$ cat config.mk
export PLATFORM = sky130hd
export DESIGN_NAME = multi_edge_detector
export DESIGN_NICKNAME = d
export VERILOG_FILES = /design/src/rtl/edge_pkg.sv /design/src/rtl/edge_channel.sv /design/src/rtl/multi_edge_detector.sv
export SDC_FILE = /design/constraint.sdc
export NUM_CORES = 1
export LEC_CHECK = 0
export CORE_ASPECT_RATIO = 1.5
export CORE_UTILIZATION = 43
export CTS_BUF_LIST = sky130_fd_sc_hd__clkbuf_8 sky130_fd_sc_hd__clkbuf_16
export CTS_CLUSTER_DIAMETER = 60
export CTS_CLUSTER_SIZE = 40
export DETAILED_ROUTE_END_ITERATION = 8
export GPL_TIMING_DRIVEN = 0
export PLACE_DENSITY = 0.75
export SYNTH_ARGS = -nofsm -noshare
export SYNTH_HDL_FRONTEND = slang
export SYNTH_SLANG_ARGS = --single-unit
$ cat constraint.sdc
create_clock -name clk -period 4.1 [get_ports clk]
set_input_delay 0.615 -clock clk [delete_from_list [all_inputs] [get_ports clk]]
set_output_delay 0.615 -clock clk [all_outputs]
set_load 0.01 [all_outputs]
$ cat src/rtl/edge_pkg.sv
// Shared definitions for the multi-channel edge detector: mode encoding,
// the popcount helper and the filter counter width rule.
package edge_pkg;

  typedef enum logic [1:0] {
    MODE_OFF  = 2'b00,
    MODE_RISE = 2'b01,
    MODE_FALL = 2'b10,
    MODE_BOTH = 2'b11
  } mode_e;

  // Widest edge vector the popcount helper accepts; callers zero-extend.
  localparam int MAX_CHANNELS = 64;

  function automatic int unsigned popcount(input logic [MAX_CHANNELS-1:0] v);
    int unsigned n;
    n = 0;
    for (int i = 0; i < MAX_CHANNELS; i++) begin
      n = n + 32'(v[i]);
    end
    return n;
  endfunction

  function automatic int filt_cnt_width(input int cycles);
    return (cycles > 1) ? $clog2(cycles) : 1;
  endfunction

endpackage

$ cat src/rtl/edge_channel.sv
// One channel: synchroniser, glitch filter, filt/filt_q registers and
// mode-gated rising/falling pulse generation.
module edge_channel
  import edge_pkg::*;
#(
  parameter int SYNC_STAGES   = 2,
  parameter int FILTER_CYCLES = 4
) (
  input  logic       clk,
  input  logic       reset,
  input  logic       level,
  input  logic [1:0] mode,
  output logic       p_edge,
  output logic       n_edge
);

  localparam int             CW       = filt_cnt_width(FILTER_CYCLES);
  localparam logic [CW-1:0]  CNT_LAST = CW'(FILTER_CYCLES - 1);

  logic [SYNC_STAGES-1:0] sync;
  logic                   s;
  logic [CW-1:0]          cnt;
  logic                   filt;
  logic                   filt_q;
  mode_e                  mode_sel;
  logic                   rise_en;
  logic                   fall_en;

  assign s = sync[SYNC_STAGES-1];

  // NOTE: sequential state uses non-blocking assignments so every flop
  // samples pre-edge values regardless of statement order.
  always_ff @(posedge clk or posedge reset) begin
    if (reset) begin
      sync   <= '0;
      cnt    <= '0;
      filt   <= 1'b0;
      filt_q <= 1'b0;
    end else begin
      sync   <= {sync[SYNC_STAGES-2:0], level};
      filt_q <= filt;
      if (s == filt) begin
        cnt <= '0;
      end else if (cnt == CNT_LAST) begin
        filt <= ~filt;
        cnt  <= '0;
      end else begin
        cnt <= cnt + CW'(1);
      end
    end
  end

  // Mode only gates the pulse; the filter above runs in every mode.
  assign mode_sel = mode_e'(mode);
  assign rise_en  = (mode_sel == MODE_RISE) || (mode_sel == MODE_BOTH);
  assign fall_en  = (mode_sel == MODE_FALL) || (mode_sel == MODE_BOTH);

  assign p_edge = filt & ~filt_q & rise_en;
  assign n_edge = ~filt & filt_q & fall_en;

endmodule

$ cat src/rtl/multi_edge_detector.sv
// Multi-channel level-to-edge detector with sticky flags, combined irq
// and a saturating event counter. CHANNELS must not exceed 64.
module multi_edge_detector
  import edge_pkg::*;
#(
  parameter int CHANNELS      = 8,
  parameter int SYNC_STAGES   = 2,
  parameter int FILTER_CYCLES = 4,
  parameter int CNT_W         = 8
) (
  input  logic                  clk,
  input  logic                  reset,
  input  logic [CHANNELS-1:0]   level,
  input  logic [2*CHANNELS-1:0] mode,
  input  logic [CHANNELS-1:0]   clear,
  input  logic                  count_clr,
  output logic [CHANNELS-1:0]   p_edge,
  output logic [CHANNELS-1:0]   n_edge,
  output logic [CHANNELS-1:0]   edge_detected,
  output logic [CHANNELS-1:0]   event_flags,
  output logic                  irq,
  output logic [CNT_W-1:0]      event_count
);

  localparam int               PC_W    = $clog2(CHANNELS + 1);
  localparam int               SUM_W   = ((CNT_W > PC_W) ? CNT_W : PC_W) + 1;
  localparam logic [CNT_W-1:0] CNT_MAX = '1;

  logic [PC_W-1:0]  hits;
  logic [SUM_W-1:0] total;
  logic [CNT_W-1:0] count_next;

  for (genvar i = 0; i < CHANNELS; i++) begin : g_ch
    edge_channel #(
      .SYNC_STAGES   (SYNC_STAGES),
      .FILTER_CYCLES (FILTER_CYCLES)
    ) u_ch (
      .clk    (clk),
      .reset  (reset),
      .level  (level[i]),
      .mode   (mode[2*i+1:2*i]),
      .p_edge (p_edge[i]),
      .n_edge (n_edge[i])
    );
  end

  assign edge_detected = p_edge | n_edge;
  assign irq           = |event_flags;

  // A clear loads this cycle's hits rather than zero so concurrent events
  // are never dropped; the wide sum makes saturation a simple compare.
  // NOTE: every always_comb output is assigned on every path, so no latch.
  always_comb begin
    hits       = PC_W'(popcount(MAX_CHANNELS'(edge_detected)));
    total      = (count_clr ? '0 : SUM_W'(event_count)) + SUM_W'(hits);
    count_next = (total > SUM_W'(CNT_MAX)) ? CNT_MAX : total[CNT_W-1:0];
  end

  always_ff @(posedge clk or posedge reset) begin
    if (reset) begin
      event_flags <= '0;
      event_count <= '0;
    end else begin
      event_flags <= (event_flags & ~clear) | edge_detected;
      event_count <= count_next;
    end
  end

endmodule

After elaboration in Yosys (flattened, before gate mapping)
Cells that the tools add are included.
Widths: inputs -> output; s select.
Cells by class
  $add $sub $neg: 16
  magnitude comparators: 1
  eq/ne operators: 40
  mux-type cells: 18
  bitwise operators: 60
  reductions and logical operators: 25
Operator list (number)
  $eq 2x2->1 const B: 24
  $and 1x1->1: 32
  $mux 2: 16
  $not 1->1: 24
  $add 2x1->2 const B: 8
  $add 4x1->4: 4
  $eq 2x1->1 const B: 8
  $logic_or 1x1->1: 16
  $mux 8: 2
  $or 8x8->8: 2
  $reduce_and 2->1: 8
  $add 8x4->9: 1
  $gt 9x8->1 const B: 1
  $and 8x8->8: 1
  $eq 1x1->1: 8
  $not 8->8: 1
  $reduce_or 8->1: 1
  $add 3x1->4: 1
  $add 2x1->3: 1
  $add 1x1->2: 1
Word-level totals
  register bits after elaboration: 64
  input port bits: 35
  output and inout port bits: 41
  word-level logic and storage cells: 194

Logic depth before layout (Yosys ltp)
  depth after elaboration: 14
  gate-level depth with buffers: 14
  mapped depth without buffers: 14

Hierarchy
From an unflattened synthesis, not the netlist that was laid out.
Second synthesis, totals
  cells, all modules: 226
  area, all modules: 2768.9 um2
Modules (own cells, without submodules)
  edge_channel: times used 8, cells an instance 15, area an instance 220.2 um2, sequential area each 150.1 um2
  multi_edge_detector: times used 1, cells an instance 106, area an instance 1007.2 um2, sequential area each 400.4 um2

Worst setup path after synthesis
Ideal clock, no wire load.
  kind: input to register
  start point: in mode[0]
  end point: reg event_count[6]
  library setup time: 0.128 ns
  arrival time: 4.087 ns
  data required time: 3.972 ns
  slack: -0.115 ns
  stages on the path: 12
  path buffers: 0
  cell sequence: and3b_1 -> or2_1 -> fa_1 -> inv_1 -> fa_1 -> fa_1 -> fa_1 -> fa_1 -> and2b_2 -> o21a_1 -> nor4bb_1 -> nor3_1
Between the ends
  word-level cells in the longest chain between the ends: 14
  elaborated cells between the ends (all ways): 18
  classes of those cells: add/sub (8); order compare (1); eq/ne (3); mux (1); bitwise (3); reduce/logical (2)
RTL lines
  from (decl): RTL line multi_edge_detector.sv:14  | input logic [2*CHANNELS-1:0] mode,
  $eq 2x1->1 (tied with other cells): RTL line edge_channel.sv:55  | assign rise_en = (mode_sel == MODE_RISE) || (mode_sel == MODE_BOTH);
  $logic_or 1x1->1 (on tied branches): RTL line edge_channel.sv:55, edge_channel.sv:56
  $and 1x1->1 (on tied branches): RTL line edge_channel.sv:58, edge_channel.sv:59
  $or 8x8->8 *: RTL line multi_edge_detector.sv:47  | assign edge_detected = p_edge | n_edge;
  named net edge_detected[0]: RTL line multi_edge_detector.sv:19  | output logic [CHANNELS-1:0] edge_detected,
  $add 1x1->2 *: RTL line edge_pkg.sv:19  | n = n + 32'(v[i]);
  $add 2x1->3 *: RTL line edge_pkg.sv:19
  $add 3x1->4 *: RTL line edge_pkg.sv:19
  $add 4x1->4 * (4 in a row): RTL line edge_pkg.sv:19
  $add 8x4->9 *: RTL line multi_edge_detector.sv:55  | total = (count_clr ? '0 : SUM_W'(event_count)) + SUM_W'(hits);
  $gt 9x8->1: RTL line multi_edge_detector.sv:56  | count_next = (total > SUM_W'(CNT_MAX)) ? CNT_MAX : total[CNT_W-1:0];
  $mux 8 *: RTL line multi_edge_detector.sv:56
  named net count_next[6]: RTL line multi_edge_detector.sv:31  | logic [CNT_W-1:0] count_next;
  to (signal assigned): RTL line multi_edge_detector.sv:65  | event_count <= count_next;
  to (decl): RTL line multi_edge_detector.sv:22  | output logic [CNT_W-1:0] event_count
Mark *: on every way through the listed nets, which the timed path passes. The rest lies on a longest branch.
A chain may end at the register's enable or synchronous reset.

Worst setup path after layout
  start point: reg g_ch[1].u_ch.filt
  end point: reg event_count[6]
Between the ends
  elaborated cells between the ends (all ways): 16
  classes of those cells: add/sub (8); order compare (1); mux (1); bitwise (6)
RTL lines
  from (decl): RTL line edge_channel.sv:23  | logic filt;
  from (signal assigned): RTL line edge_channel.sv:45  | filt <= ~filt;
  $and 1x1->1 * (2 in a row): RTL line edge_channel.sv:58  | assign p_edge = filt & ~filt_q & rise_en;
  named net g_ch[1].u_ch.p_edge: RTL line edge_channel.sv:13  | output logic p_edge,
  $or 8x8->8 *: RTL line multi_edge_detector.sv:47
  $add 1x1->2 *: RTL line edge_pkg.sv:19
  $add 2x1->3 *: RTL line edge_pkg.sv:19
  $add 3x1->4 *: RTL line edge_pkg.sv:19
  $add 4x1->4 * (4 in a row): RTL line edge_pkg.sv:19
  $add 8x4->9 *: RTL line multi_edge_detector.sv:55
  $gt 9x8->1: RTL line multi_edge_detector.sv:56
  $mux 8 *: RTL line multi_edge_detector.sv:56
  named net count_next[6]: RTL line multi_edge_detector.sv:31
Marked as above.

==> flow_summary.html <==
<table>
<tr><th>Metric</th><th>Value</th></tr>
<tr><th colspan="2">Global routing</th></tr>
<tr><td>Largest net degree at the start of global routing</td><td>38</td></tr>
<tr><td>Overflow left after global routing</td><td>0</td></tr>
<tr><td>Vias in the first global route</td><td>2058</td></tr>
<tr><td>Number of antenna violations at the first check in global routing</td><td>0</td></tr>
<tr><td>Wire length of the first global-routing pass</td><td>9.10 mm</td></tr>
<tr><td>All-layer global routing usage</td><td>0.183</td></tr>
<tr><th colspan="2">Critical path</th></tr>
<tr><td>Critical Path RT</td><td>4310 ps</td></tr>
<tr><td>Critical register-to-register path startpoint</td><td>g_ch[1].u_ch.filt$_DFFE_PP0P_</td></tr>
<tr><td>Crit path kind</td><td>flip-flop to flip-flop</td></tr>
<tr><td>Critical register-to-register path endpoint</td><td>event_count[6]$_DFF_PP0_</td></tr>
<tr><td>Setup crit start</td><td>g_ch[1].u_ch.filt$_DFFE_PP0P_</td></tr>
<tr><td>Critical path capture point</td><td>event_count[6]$_DFF_PP0_</td></tr>
<tr><td>Data arrival at the endpoint of the critical path</td><td>4200 ps</td></tr>
<tr><td>Largest fanout of any net on the critical path</td><td>3</td></tr>
<tr><td>Reg2reg path depth</td><td>12</td></tr>
<tr><td>Minimum setup slack among reg-to-reg paths</td><td>110 ps</td></tr>
<tr><td>Critical path endpoint category</td><td>flip-flop</td></tr>
<tr><td>Critical path startpoint category</td><td>flip-flop</td></tr>
<tr><th colspan="2">Synthesis</th></tr>
<tr><td>Synth top cells by count</td><td>sky130_fd_sc_hd__dfrtp_1 (64), sky130_fd_sc_hd__inv_1 (19), sky130_fd_sc_hd__buf_4 (16), sky130_fd_sc_hd__nand2_1 (15), sky130_fd_sc_hd__nor2_1 (15)</td></tr>
<tr><td>Area of the mapped netlist</td><td>2830 um^2</td></tr>
<tr><td>Number of standard cells after synthesis</td><td>234</td></tr>
<tr><td>Number of flops mapped to enable cells by yosys</td><td>0</td></tr>
<tr><td>Post-synth top area cell</td><td>sky130_fd_sc_hd__dfrtp_1</td></tr>
<tr><td>Multiplexer fraction of the synthesized cell area</td><td>0.0354</td></tr>
<tr><td>Dominant combinational cell family by area after synthesis</td><td>simple AND/OR/NAND/NOR gates</td></tr>
<tr><td>Adder-Cell Fraction of Synth Area</td><td>0.0974</td></tr>
<tr><td>Sequential element share of the synthesized area</td><td>0.567</td></tr>
<tr><td>Post-synth cell types</td><td>36</td></tr>
<tr><td>Yosys warning total</td><td>0</td></tr>
<tr><td>Share of the synthesized area in compound gates (AO/OA/AOI/OAI)</td><td>0.0527</td></tr>
<tr><td>Nets in the synthesized netlist</td><td>288</td></tr>
<tr><td>Synth top area cells</td><td>sky130_fd_sc_hd__dfrtp_1 (57%), sky130_fd_sc_hd__ha_1 (6.2%), sky130_fd_sc_hd__buf_4 (4.2%)</td></tr>
<tr><td>Commonest register cell after synthesis</td><td>sky130_fd_sc_hd__dfrtp_1</td></tr>
<tr><td>Synthesized flop and latch total</td><td>64</td></tr>
<tr><td>Simple logic cell fraction of the synthesized area</td><td>0.152</td></tr>
<tr><td>Post-synthesis async set-or-reset flop share</td><td>1.00</td></tr>
<tr><td>Area share of the largest cell type after synthesis</td><td>0.567</td></tr>
<tr><td>Post-synthesis share of cell area spent on xor and xnor gates</td><td>0.0279</td></tr>
<tr><td>Most frequent cell after synthesis</td><td>sky130_fd_sc_hd__dfrtp_1</td></tr>
<tr><td>Post-synthesis average cell area</td><td>12.1 um^2</td></tr>
<tr><th colspan="2">Routing</th></tr>
<tr><td>Drt first pass iters</td><td>2</td></tr>
<tr><td>Average wire length per cell after detail routing</td><td>13.5 um</td></tr>
<tr><td>Drt initial violations</td><td>79</td></tr>
<tr><td>Drt total wl</td><td>5.61 mm</td></tr>
<tr><td>Via count of the routed design</td><td>1983</td></tr>
<tr><td>DR vias/cell</td><td>4.78</td></tr>
<tr><td>Count of antenna-violating nets left after detailed routing</td><td>0</td></tr>
<tr><td>DRC Markers</td><td>0</td></tr>
<tr><th colspan="2">Power and ir drop</th></tr>
<tr><td>Combinational Power Share</td><td>0.468</td></tr>
<tr><td>Power Internal</td><td>1.84 mW</td></tr>
<tr><td>Portion of total power attributed to sequential cells</td><td>0.362</td></tr>
<tr><td>Areal power density over the cells</td><td>684 nW/um^2</td></tr>
<tr><td>Portion of total power attributed to the clock network</td><td>0.170</td></tr>
<tr><td>Static Leak</td><td>1.95 nW</td></tr>
<tr><td>Worst VDD drop</td><td>0.350 mV</td></tr>
<tr><td>Power spent charging and discharging nets</td><td>0.923 mW</td></tr>
<tr><td>Sw frac</td><td>0.334</td></tr>
<tr><th colspan="2">STA</th></tr>
<tr><td>Final Skew</td><td>5.76 ps</td></tr>
<tr><td>Actual transition at the worst max-transition pin</td><td>589 ps</td></tr>
<tr><td>RSZ-0062 raised after global routing</td><td>yes</td></tr>
<tr><td>Clock period minus worst slack</td><td>3990 ps</td></tr>
<tr><td>Slew Limit Fails</td><td>0</td></tr>
<tr><td>Fmax</td><td>250 MHz</td></tr>
<tr><td>Slew Limit Headroom</td><td>0.607</td></tr>
<tr><td>Final setup vio count</td><td>0</td></tr>
<tr><td>Fin. Hold Viols</td><td>0</td></tr>
<tr><td>Final critical-path share of the clock period</td><td>0.974</td></tr>
<tr><td>Worst slack on hold paths</td><td>348 ps</td></tr>
<tr><td>Min setup slack post-route</td><td>106 ps</td></tr>
<tr><th colspan="2">Clock tree</th></tr>
<tr><td>Clock tree from TritonCTS</td><td>built</td></tr>
<tr><td>Clock slew at reported path FFs</td><td>70 ps</td></tr>
<tr><td>Maximum buffer depth of the clock tree</td><td>2</td></tr>
<tr><td>Root cell of the clock tree</td><td>sky130_fd_sc_hd__clkbuf_8</td></tr>
<tr><td>Num CTS Buffers</td><td>9</td></tr>
<tr><td>Number of hold-repair buffers added at the cts stage</td><td>0</td></tr>
<tr><td>Clk Latency, worst-skew pair</td><td>330 ps</td></tr>
<tr><td>CTS sink count</td><td>64</td></tr>
<tr><td>Level count of the clock H-tree</td><td>3</td></tr>
<tr><th colspan="2">Die</th></tr>
<tr><td>Total die area</td><td>6910 um^2</td></tr>
<tr><td>Number of I/O pins</td><td>76</td></tr>
<tr><td>Floorplan die width</td><td>68.2 um</td></tr>
<tr><td>Die boundary height</td><td>101 um</td></tr>
<tr><td>Initial cell density of the core</td><td>0.451</td></tr>
<tr><td>Number of placement rows</td><td>35</td></tr>
<tr><td>Placeable core area</td><td>6260 um^2</td></tr>
<tr><th colspan="2">Placed design</th></tr>
<tr><td>Hpwl dp</td><td>4.00 mm</td></tr>
<tr><td>Count of input and output buffers</td><td>75</td></tr>
<tr><td>Setup WS pre-CTS</td><td>-594 ps</td></tr>
<tr><td>Final weighted congestion of routability-driven global placement</td><td>0.766</td></tr>
<tr><th colspan="2">Run</th></tr>
<tr><td>Max-capacitance violation count</td><td>0</td></tr>
<tr><th colspan="2">Final layout</th></tr>
<tr><td>N_diodes</td><td>0</td></tr>
<tr><td>Fraction of final layout cells with drive strength greater than 1</td><td>0.214</td></tr>
<tr><td>Number of nets at the end of the flow</td><td>391</td></tr>
<tr><td>Growth of design area from synthesis to finish</td><td>42.9%</td></tr>
<tr><th colspan="2">Hold path</th></tr>
<tr><td>Worst hold path class</td><td>flip-flop to flip-flop</td></tr>
<tr><th colspan="2">Outcome</th></tr>
<tr><td>Outcome</td><td>complete, no violations</td></tr>
</table>
## cell usage in the layout, fill, tap and decap left out, types with 7 or more instances in the layout
cell type,netlist,final
sky130_fd_sc_hd__and3b_1,8,7
sky130_fd_sc_hd__buf_4,16,32
sky130_fd_sc_hd__clkbuf_8,0,11
sky130_fd_sc_hd__clkdlybuf4s50_1,0,69
sky130_fd_sc_hd__dfrtp_1,64,64
sky130_fd_sc_hd__ha_1,14,14
sky130_fd_sc_hd__inv_1,19,19
sky130_fd_sc_hd__mux2_2,8,8
sky130_fd_sc_hd__nand2_1,15,13
sky130_fd_sc_hd__nor2_1,15,14
sky130_fd_sc_hd__nor2b_1,11,11
sky130_fd_sc_hd__nor3_1,10,9
sky130_fd_sc_hd__xnor2_1,7,7
## final cells by class
class,instances,area [um^2]
plain buffers,16,120
clock buffers,11,151
clock inverters,4,21.3
fillers,495,2220
inverters,19,71.3
multi-input cells,135,1100
flip-flops and latches,64,1600
well taps,74,92.6
repair buffers,92,882
## per-stage QoR
step | util | std cells | instance area (um^2) | total power [mW] | setup TNS [ps]
floorplan | - | 234 | 2830 | 1.70 | 0
global placement | 0.587 | 383 | 3680 | 2.13 | -3420
detailed placement | 0.590 | 384 | 3700 | 2.18 | -3640
CTS | 0.637 | 411 | 3990 | 2.78 | -13.1
global route | 0.645 | 415 | 4040 | 2.99 | -28.2
finish | 0.645 | 415 | 4040 | 2.76 | 0
## worst min path at each step
stage	from	end	slack, ps	cells after the start
2_1_floorplan	g_ch[0].u_ch.sync[0]$_DFF_PP0_	g_ch[0].u_ch.sync[1]$_DFF_PP0_	330	0
3_3_place_gp	g_ch[5].u_ch.sync[0]$_DFF_PP0_	g_ch[5].u_ch.sync[1]$_DFF_PP0_	330	0
3_5_place_dp	g_ch[4].u_ch.sync[0]$_DFF_PP0_	g_ch[4].u_ch.sync[1]$_DFF_PP0_	340	0
4_1_cts	g_ch[4].u_ch.sync[0]$_DFF_PP0_	g_ch[4].u_ch.sync[1]$_DFF_PP0_	350	0
5_1_grt	g_ch[4].u_ch.sync[0]$_DFF_PP0_	g_ch[4].u_ch.sync[1]$_DFF_PP0_	350	0
6_report	g_ch[4].u_ch.sync[0]$_DFF_PP0_	g_ch[4].u_ch.sync[1]$_DFF_PP0_	350	0
## power by group through the flow
stage	registers, mW	logic [mW]	clock network (mW)
finish	1.00	1.29	0.469
CTS	1.00	1.29	0.483
floorplan	0.997	0.707	0
detailed placement	1.01	1.17	0
global route	1.03	1.45	0.512
global placement	0.999	1.13	0
## critical path, cell delays in order (launching register included)
cell	delay (ps)
sky130_fd_sc_hd__dfrtp_1	410
sky130_fd_sc_hd__and3b_2	240
sky130_fd_sc_hd__or2_4	250
sky130_fd_sc_hd__fa_1	530
sky130_fd_sc_hd__inv_1	50
sky130_fd_sc_hd__fa_1	500
sky130_fd_sc_hd__fa_1	440
sky130_fd_sc_hd__fa_2	370
sky130_fd_sc_hd__fa_2	350
sky130_fd_sc_hd__and2b_2	270
sky130_fd_sc_hd__o21a_1	180
sky130_fd_sc_hd__nor4bb_4	210
sky130_fd_sc_hd__nor3_2	60
## timing repair
action | 4_1_cts | 5_1_grt
cloned | 0 | 0
pin swaps | 14 | 5
setup endpoints to repair | 8 | 3
setup buffers | 12 | 4
resized for setup | 17 | 4
## cell families (layout without fill, tap and decap cells)
| family | count (synthesis) | count (layout) |
|---|---|---|
| compound gates | 21 | 21 |
| xor+xnor | 9 | 9 |
| fa+ha+maj | 19 | 19 |
| buf+inv | 35 | 142 |
| flops | 64 | 64 |
| mux | 9 | 9 |
| simple gates | 77 | 77 |
## metal layers
layer | routed length (um) | track usage
met5 | 0 | 0
met3 | 243 | 0.0473
met1 | 2250 | 0.209
met2 | 3000 | 0.308
met4 | 110 | 0.0913
## state kept, by name, summed over array words and instances (netlist names)
name / cells
g_ch.u_ch.filt: 8
g_ch.u_ch.cnt: 16
event_flags: 8
event_count: 8
g_ch.u_ch.filt_q: 8
g_ch.u_ch.sync: 16
Power figures use the tool's default switching activity.
